--- src/rtl/seg7_pkg.sv ---
// Shared constants for the 2-digit 7-segment display controller.
package seg7_pkg;

  // Digit strobe codes driven by the SPI reader.
  typedef enum logic [1:0] {
    DISP_IDLE = 2'b00,
    DISP_LSB  = 2'b01,
    DISP_MSB  = 2'b10,
    DISP_ILL  = 2'b11
  } disp_e;

  // Segment bit positions within the 8-bit segment bus (a is the MSB).
  localparam int SEG_A  = 7;
  localparam int SEG_B  = 6;
  localparam int SEG_C  = 5;
  localparam int SEG_D  = 4;
  localparam int SEG_E  = 3;
  localparam int SEG_F  = 2;
  localparam int SEG_G  = 1;
  localparam int SEG_DP = 0;

  localparam logic [7:0] SEG_BLANK = 8'h00;
  // Dash: only the middle segment is lit.
  localparam logic [7:0] SEG_DASH  = 8'(1 << SEG_G);

endpackage

--- src/rtl/seg7_mux_timer.sv ---
// Refresh timing: slot counter, digit select, frame tick and lit-window decode.
module seg7_mux_timer #(
  parameter int REFRESH_LOG2 = 4,
  parameter int BLANK_CYCLES = 2
) (
  input  logic       clk_i,
  input  logic       rst_ni,
  input  logic [1:0] bright_i,
  output logic       sel_msb_o,
  output logic       frame_tick_o,
  output logic       lit_o
);

  logic [REFRESH_LOG2-1:0] sc_q;
  logic                    sel_q;
  logic                    wrap;

  assign wrap = &sc_q;

  // Free-running slot counter; the digit select flips at every slot boundary.
  always_ff @(posedge clk_i or negedge rst_ni) begin
    if (!rst_ni) begin
      sc_q  <= '0;
      sel_q <= 1'b1;
    end else begin
      sc_q <= sc_q + REFRESH_LOG2'(1);
      if (wrap) sel_q <= ~sel_q;
    end
  end

  assign sel_msb_o    = sel_q;
  // A frame ends when the LSB slot wraps.
  assign frame_tick_o = wrap & ~sel_q;
  // Blank lead-in hides ghosting; the top two counter bits set the duty quarter.
  assign lit_o        = (sc_q >= REFRESH_LOG2'(BLANK_CYCLES)) &&
                        (sc_q[REFRESH_LOG2-1 -: 2] <= bright_i);

endmodule

--- src/rtl/seg7_disp_ctrl.sv ---
// Double-buffered capture of reader segment data and multiplexed 2-digit drive.
module seg7_disp_ctrl #(
  parameter int REFRESH_LOG2 = 4,
  parameter int BLANK_CYCLES = 2,
  parameter int STALE_FRAMES = 8
) (
  input  logic       SYSCLK,
  input  logic       RSTN,
  input  logic [1:0] disp,
  input  logic [7:0] seg_in,
  input  logic [1:0] bright,
  output logic [7:0] seg_out,
  output logic [1:0] an,
  output logic       stale,
  output logic       err,
  output logic       upd
);
  import seg7_pkg::*;

  localparam int             WDW    = $clog2(STALE_FRAMES + 1);
  localparam logic [WDW-1:0] WD_MAX = WDW'(STALE_FRAMES);

  logic           disp0_q;
  logic [7:0]     sh_msb_q, sh_msb_d, sh_lsb_q, sh_lsb_d;
  logic [7:0]     dmsb_q, dmsb_d, dlsb_q, dlsb_d;
  logic           seen_q, seen_d;
  logic [WDW-1:0] wd_q, wd_d;
  logic           stale_q, stale_d, err_q, err_d, upd_q, upd_d;
  logic [7:0]     seg_q, seg_d;
  logic [1:0]     an_q, an_d;
  logic           sel_msb, frame_tick, lit, commit;

  seg7_mux_timer #(
    .REFRESH_LOG2(REFRESH_LOG2),
    .BLANK_CYCLES(BLANK_CYCLES)
  ) u_timer (
    .clk_i       (SYSCLK),
    .rst_ni      (RSTN),
    .bright_i    (bright),
    .sel_msb_o   (sel_msb),
    .frame_tick_o(frame_tick),
    .lit_o       (lit)
  );

  // Commit on the falling edge of the LSB strobe, only after an MSB write.
  assign commit = disp0_q & ~disp[0] & seen_q;

  // Next state for capture, commit, watchdog and the registered display drive.
  always_comb begin
    sh_msb_d = sh_msb_q;
    sh_lsb_d = sh_lsb_q;
    dmsb_d   = dmsb_q;
    dlsb_d   = dlsb_q;
    seen_d   = seen_q;
    wd_d     = wd_q;
    stale_d  = stale_q;
    err_d    = err_q;
    upd_d    = commit;
    seg_d    = SEG_BLANK;
    an_d     = 2'b00;

    // Commit beats a coincident frame tick so fresh data never shows as stale.
    if (commit) begin
      dmsb_d  = sh_msb_q;
      dlsb_d  = sh_lsb_q;
      seen_d  = 1'b0;
      wd_d    = '0;
      stale_d = 1'b0;
    end else if (frame_tick) begin
      if (wd_q != WD_MAX) wd_d = wd_q + WDW'(1);
      if (wd_q >= WD_MAX - WDW'(1)) stale_d = 1'b1;
    end

    // Capture after commit so an MSB write in the commit cycle opens a new pair.
    case (disp_e'(disp))
      DISP_MSB: begin
        sh_msb_d = seg_in;
        seen_d   = 1'b1;
      end
      DISP_LSB:  sh_lsb_d = seg_in;
      DISP_ILL:  err_d    = 1'b1;
      default: ;
    endcase

    if (lit) begin
      an_d  = sel_msb ? 2'b10 : 2'b01;
      seg_d = stale_q ? SEG_DASH : (sel_msb ? dmsb_q : dlsb_q);
    end
  end

  // State and output registers.
  always_ff @(posedge SYSCLK or negedge RSTN) begin
    if (!RSTN) begin
      disp0_q  <= 1'b0;
      sh_msb_q <= 8'h00;
      sh_lsb_q <= 8'h00;
      dmsb_q   <= 8'h00;
      dlsb_q   <= 8'h00;
      seen_q   <= 1'b0;
      wd_q     <= '0;
      stale_q  <= 1'b1;
      err_q    <= 1'b0;
      upd_q    <= 1'b0;
      seg_q    <= SEG_BLANK;
      an_q     <= 2'b00;
    end else begin
      disp0_q  <= disp[0];
      sh_msb_q <= sh_msb_d;
      sh_lsb_q <= sh_lsb_d;
      dmsb_q   <= dmsb_d;
      dlsb_q   <= dlsb_d;
      seen_q   <= seen_d;
      wd_q     <= wd_d;
      stale_q  <= stale_d;
      err_q    <= err_d;
      upd_q    <= upd_d;
      seg_q    <= seg_d;
      an_q     <= an_d;
    end
  end

  assign seg_out = seg_q;
  assign an      = an_q;
  assign stale   = stale_q;
  assign err     = err_q;
  assign upd     = upd_q;

endmodule

--- config.mk ---
export PLATFORM = sky130hd
export DESIGN_NAME = seg7_disp_ctrl
export DESIGN_NICKNAME = d
export VERILOG_FILES = /design/src/rtl/seg7_pkg.sv /design/src/rtl/seg7_mux_timer.sv /design/src/rtl/seg7_disp_ctrl.sv
export SDC_FILE = /design/constraint.sdc
export NUM_CORES = 1
export LEC_CHECK = 0
export BUFFER_PORTS_ARGS = -buffer_cell sky130_fd_sc_hd__buf_2
export CORE_MARGIN = 3
export CORE_UTILIZATION = 25
export DETAILED_ROUTE_END_ITERATION = 10
export SYNTH_ARGS = -nofsm -noshare
export SYNTH_HDL_FRONTEND = slang
export SYNTH_SLANG_ARGS = --single-unit
--- constraint.sdc ---
create_clock -name SYSCLK -period 4.5 [get_ports SYSCLK]
set_clock_uncertainty 0.15 [all_clocks]
set_input_delay 0.9 -clock SYSCLK [delete_from_list [all_inputs] [get_ports SYSCLK]]
set_output_delay 0.9 -clock SYSCLK [all_outputs]
set_load 0.05 [all_outputs]
## Word-level counts from Yosys, hierarchy flattened

Index checks and enable logic that the tools add are counted.
W data, S select, Z words.

| word-level totals | value |
|---|---|
| bits in registers | 56 |
| bits in latches | 0 |
| bits in writable memories | 0 |
| ROM bits | 0 |
| word-level logic and storage cells | 49 |
| memories kept | 0 |

| operators by class | value |
|---|---|
| $add $sub $neg | 2 |
| multiply operators | 0 |
| divide/modulo/power cells | 0 |
| magnitude comparators | 3 |
| equal/unequal tests | 4 |
| shift operators | 0 |
| mux-type cells | 13 |
| bitwise gates (word level) | 5 |
| reduce and logical (&&, ||, !) cells | 8 |

Operator list:

| cell | number |
|---|---|
| $mux W8 | 3 |
| $mux W4 | 3 |
| $add A4 B1 Y4 const B | 2 |
| $reduce_bool A2 Y1 | 4 |
| $mux W1 | 5 |
| $eq A2 B2 Y1 const B | 2 |
| $ge A4 B2 Y1 const B | 1 |
| $ge A4 B3 Y1 const B | 1 |
| $mux W2 | 2 |
| $ne A4 B4 Y1 const B | 1 |
| $reduce_and A2 Y1 | 2 |
| $reduce_and A4 Y1 | 1 |
| $and A1 B1 Y1 | 3 |
| $eq A2 B1 Y1 const B | 1 |
| $le A2 B2 Y1 | 1 |
| $not A1 Y1 | 2 |
| $logic_and A1 B1 Y1 | 1 |

## Logic depth before layout (Yosys ltp)

| logic depth | value |
|---|---|
| depth after elaboration | 5 |
| depth in mapped cells | 6 |
| gate-level depth less buffers | 5 |

## Cells and area by module

A second synthesis with hierarchy kept.

| unflattened totals | value |
|---|---|
| cells, all modules | 159 |
| area total of the unflattened synthesis | 2304.7 um^2 |

By module, submodules not included:

| module | times used | cells an instance | area each (um^2) |
|---|---|---|---|
| seg7_disp_ctrl | 1 | 136 | 2043.2 |
| seg7_mux_timer | 1 | 23 | 261.5 |

## Worst setup path before layout

Ideal clock, no wire load.

| timing path | value |
|---|---|
| path kind | in2reg |
| from | in bright[1] |
| to | reg seg_q[0] (netlist: seg_out[0]) |
| library setup time | 0.151 ns |
| arrival | 1.913 ns |
| data required time | 4.199 ns |
| setup slack | 2.286 ns |
| cell stages on the path | 5 |
| cells stage by stage | inv_1 > ha_1 > nor2b_1 > a2bb2oi_1 > nor3_1 |

| between the ends | value |
|---|---|
| cells in the longest elaborated chain, start to end | 3 |

RTL lines:

| item | line | RTL |
|---|---|---|
| start: declaration | seg7_disp_ctrl.sv:11 | `input logic [1:0] bright,` |
| $le A2 B2 Y1 | seg7_mux_timer.sv:36 | `(sc_q[REFRESH_LOG2-1 -: 2] <= bright_i);` |
| $logic_and A1 B1 Y1 | seg7_mux_timer.sv:35 | `assign lit_o = (sc_q >= REFRESH_LOG2'(BLANK_CYCLES)) &&` |
| $mux W8 | seg7_disp_ctrl.sv:85 | `if (lit) begin` |
| net seg_d[0] | seg7_disp_ctrl.sv:29 | `logic [7:0] seg_q, seg_d;` |
| end signal: assignment | seg7_disp_ctrl.sv:117 | `seg_q <= seg_d;` |
| end: declaration | seg7_disp_ctrl.sv:29 |  |

The timed path passes the listed nets, and every way through them passes these cells.
A chain may end at the register's enable or synchronous reset.

## Worst setup path after layout

| timing path | value |
|---|---|
| from | in disp[0] |
| to | reg dmsb_q[7] |

| between the ends | value |
|---|---|
| cells in the longest elaborated chain, start to end | 3 |

RTL lines:

| item | line | RTL |
|---|---|---|
| start: declaration | seg7_disp_ctrl.sv:9 | `input logic [1:0] disp,` |
| $not A1 Y1 | seg7_disp_ctrl.sv:46 | `assign commit = disp0_q & ~disp[0] & seen_q;` |
| $and A1 B1 Y1 (2 in series) | seg7_disp_ctrl.sv:46 |  |
| end signal: assignment | seg7_disp_ctrl.sv:110 | `dmsb_q <= dmsb_d;` |
| end: declaration | seg7_disp_ctrl.sv:25 | `logic [7:0] dmsb_q, dmsb_d, dlsb_q, dlsb_d;` |

Every way passes these cells.

==> impl_results.md <==
- Hold_buf cts: 0
- Largest net degree at the start of global routing: 34
- Post-synth top area cell: dfrtp_1
- CTS resizes: 0
- Drc violations: 0
- Number of global-route vias before repair: 1422
- Post-route setup TNS: 0 ns
- Worst slew margin: a little under half
- Detailed Routing Iterations Pass 1: 4
- I/O pins: 27
- Synth area leaders: dfrtp_1, nand2_1, mux2_2
- HPWL after detailed placement: between 2000 and 3000 um
- Hold Slack: about 0.32 ns
- Count of cell types in the netlist: 35
- Die Span X: about 100 um
- Worst path required time: approximately 4.6 ns
- Leak Pwr: approximately 0.0014 uW
- Slew Limit Fails: 0
- Total CTS buffers: 5
- Iter 0 DRT Violations: 60
- Post-Synthesis Cells: 196
- Fin crit period: 2.38 ns
- CP max stage cell: inv_1
- Number of port buffers: 26
- H-Tree Depth: 2
- Die footprint: a little over 0.01 mm2
- Worst min-delay path class: flip-flop to flip-flop
- Crit path buffers/inverters: 2
- Most frequent cells in the layout: dfrtp_1, nand2_1, buf_2, mux2_2, nor3_1
- CP Max Fanout: 20
- Core Rows: 34
- Worst-skew pair later-pin latency: 0.30 ns
- Vias: between 1000 and 1500
- GRT Total Usage: 8.44%
- CTS tree: done
- # Max-Cap Violations: 0
- Via density: 4.23
- Share of synthesized registers carrying an async set or reset: 100%
- YS warnings: 0
- Least-Margin Pin Slew: approximately 0.8 ns
- Fmax: roughly 0.42 GHz
- First-pass GRT wire length: just under 7000 um
- Core area: approximately 0.0088 mm2
- R2R depth: 4
- FF+latch count, synth: 56
- Peak VDD IR: approximately 0.00018 V
- Hold Path Depth: 1
- Starting Density: approximately a quarter
- Count of final setup violators: 0
- Ratio of cells with drive above 1 in the final layout: 24.3%
- CTS Buffer Depth: 2
- Sequential element share of the synthesized area: a little over 60%
- Slowest stage delay, CP: around 0.67 ns
- Crit path depth: 5
- Synth Net Count: around 220
- Crit-path cells: buf_2 -> nand3b_1 -> inv_1 -> nand2_1 -> nand2_1
- Area delta synth->final: 17.2%
- CP arrival: between 2 and 2.5 ns
- RSZ-0062 raised after global routing: false
- Crit start category: input port
- GPL Wtd Cong: around 0.68
- Top FF cell, synth: dfrtp_1
- Top Family by Delay on Critical Path: buffers and inverters
- DR WL/cell: 12.2 um
- Drt total wl: 4030 um
- Grt total ovfl: 0
- CP endpoint kind: flip-flop
- Tcrit/Tclk final: between 50% and 60%
- Root buffer cell: clkbuf_8
- Crit path top cell by count: nand2_1
- Mapped Avg Cell Area: 11.6 um2
- Mapped Area: between 0.002 and 0.0025 mm2
- Post-CTS setup buffer count: 0
- DIE HEIGHT: roughly 100 um
- CP Class: input port to flip-flop
- Most common cell after layout, fill and taps aside: dfrtp_1
- Yosys top cell area share: 59.3%
- Clk slew on worst S/H paths: 0.10 ns
- Status: finished clean
- N_diodes: 0
- ANT nets after route: 0
- Final hold violations: 0
- Initial antenna violation count: 0
- Nets: ~240
- Power Dens Cells: around 430 mW/mm2
- Clk sinks: between 50 and 60
- Post-synth EDFFs: 0
[stage by stage]
stage	total power (uW)	worst slack [ns]	cell area (um2)	util, %	instances
after floorplan	673	2.29	2280	-	196
after global placement	713	1.78	2510	28.5	322
after detailed placement	719	1.78	2510	28.5	322
after CTS	1160	2.09	2670	30.3	330
after global routing	1200	1.90	2670	30.3	330
final	1140	2.12	2670	30.3	330
[cell usage after synthesis, drive strengths merged, types with 2 or more instances]
master / count
a21o: 2
a21oi: 4
buf: 6
clkbuf: 3
dfrtp: 54
dfstp: 2
ha: 6
inv: 7
mux2: 16
mux2i: 7
nand2: 51
nand2b: 2
nand3: 3
nor2b: 3
nor3: 9
o21ai: 3
or3: 2
[state kept, by name, summed over array words and instances, names as in the netlist]
name               cells
seen_q                 1
seg_out                8
dmsb_q                 8
wd_q                   4
u_timer.sc_q           4
stale                  1
err                    1
u_timer.sel_msb_o      1
disp0_q                1
dlsb_q                 8
upd                    1
sh_lsb_q               8
sh_msb_q               8
an                     2
[area by class of cell]
type                       count  area, um2
clock buffer                   5       68.8
clock inverter                 3       90.1
fill                         914       6130
inverter                       8       31.3
multi-input combinational    123        805
sequential                    56       1400
tap                          108        135
timing repair buffer          27        138
[worst paths after layout]
check,start,end,slack (ns)
worst min-delay path,err,err,0.32
max in group asynchronous,RSTN,sh_lsb_q[0],2.96
worst min register to register,err,err,0.32
min in group asynchronous,RSTN,sh_lsb_q[4],0.41
worst max-delay path,disp[0],dmsb_q[7],2.12
worst max register to register,u_timer.sc_q[3],seg_out[1],2.50
[routing by layer]
layer | part of all wire [%] | global-route usage (%) | wire length [um]
met1 | 51 | 12.2 | 2040
met2 | 44 | 12.4 | 1760
met3 | 4.6 | 1.79 | 186
met4 | 1.1 | 3.07 | 43
met5 | 0 | 0 | 0
[report_power, final]
group	internal [uW]	total [uW]	switching (uW)	leakage, uW
Sequential	564	598	33.9	0.000698
Combinational	48.9	108	58.9	0.000588
Clock	278	438	160	0.0000784
[logic make-up after synthesis]
logic type | synth area share, %
AO/OA/AOI/OAI | 3.90
XOR/XNOR | 0.769
adder cells (fa/ha/maj) | 3.29
buffers and inverters | 3.13
flip-flops | 61.6
multiplexers | 11.0
AND/OR/NAND/NOR | 16.4
No activity file was read; power rests on OpenSTA's default activity.
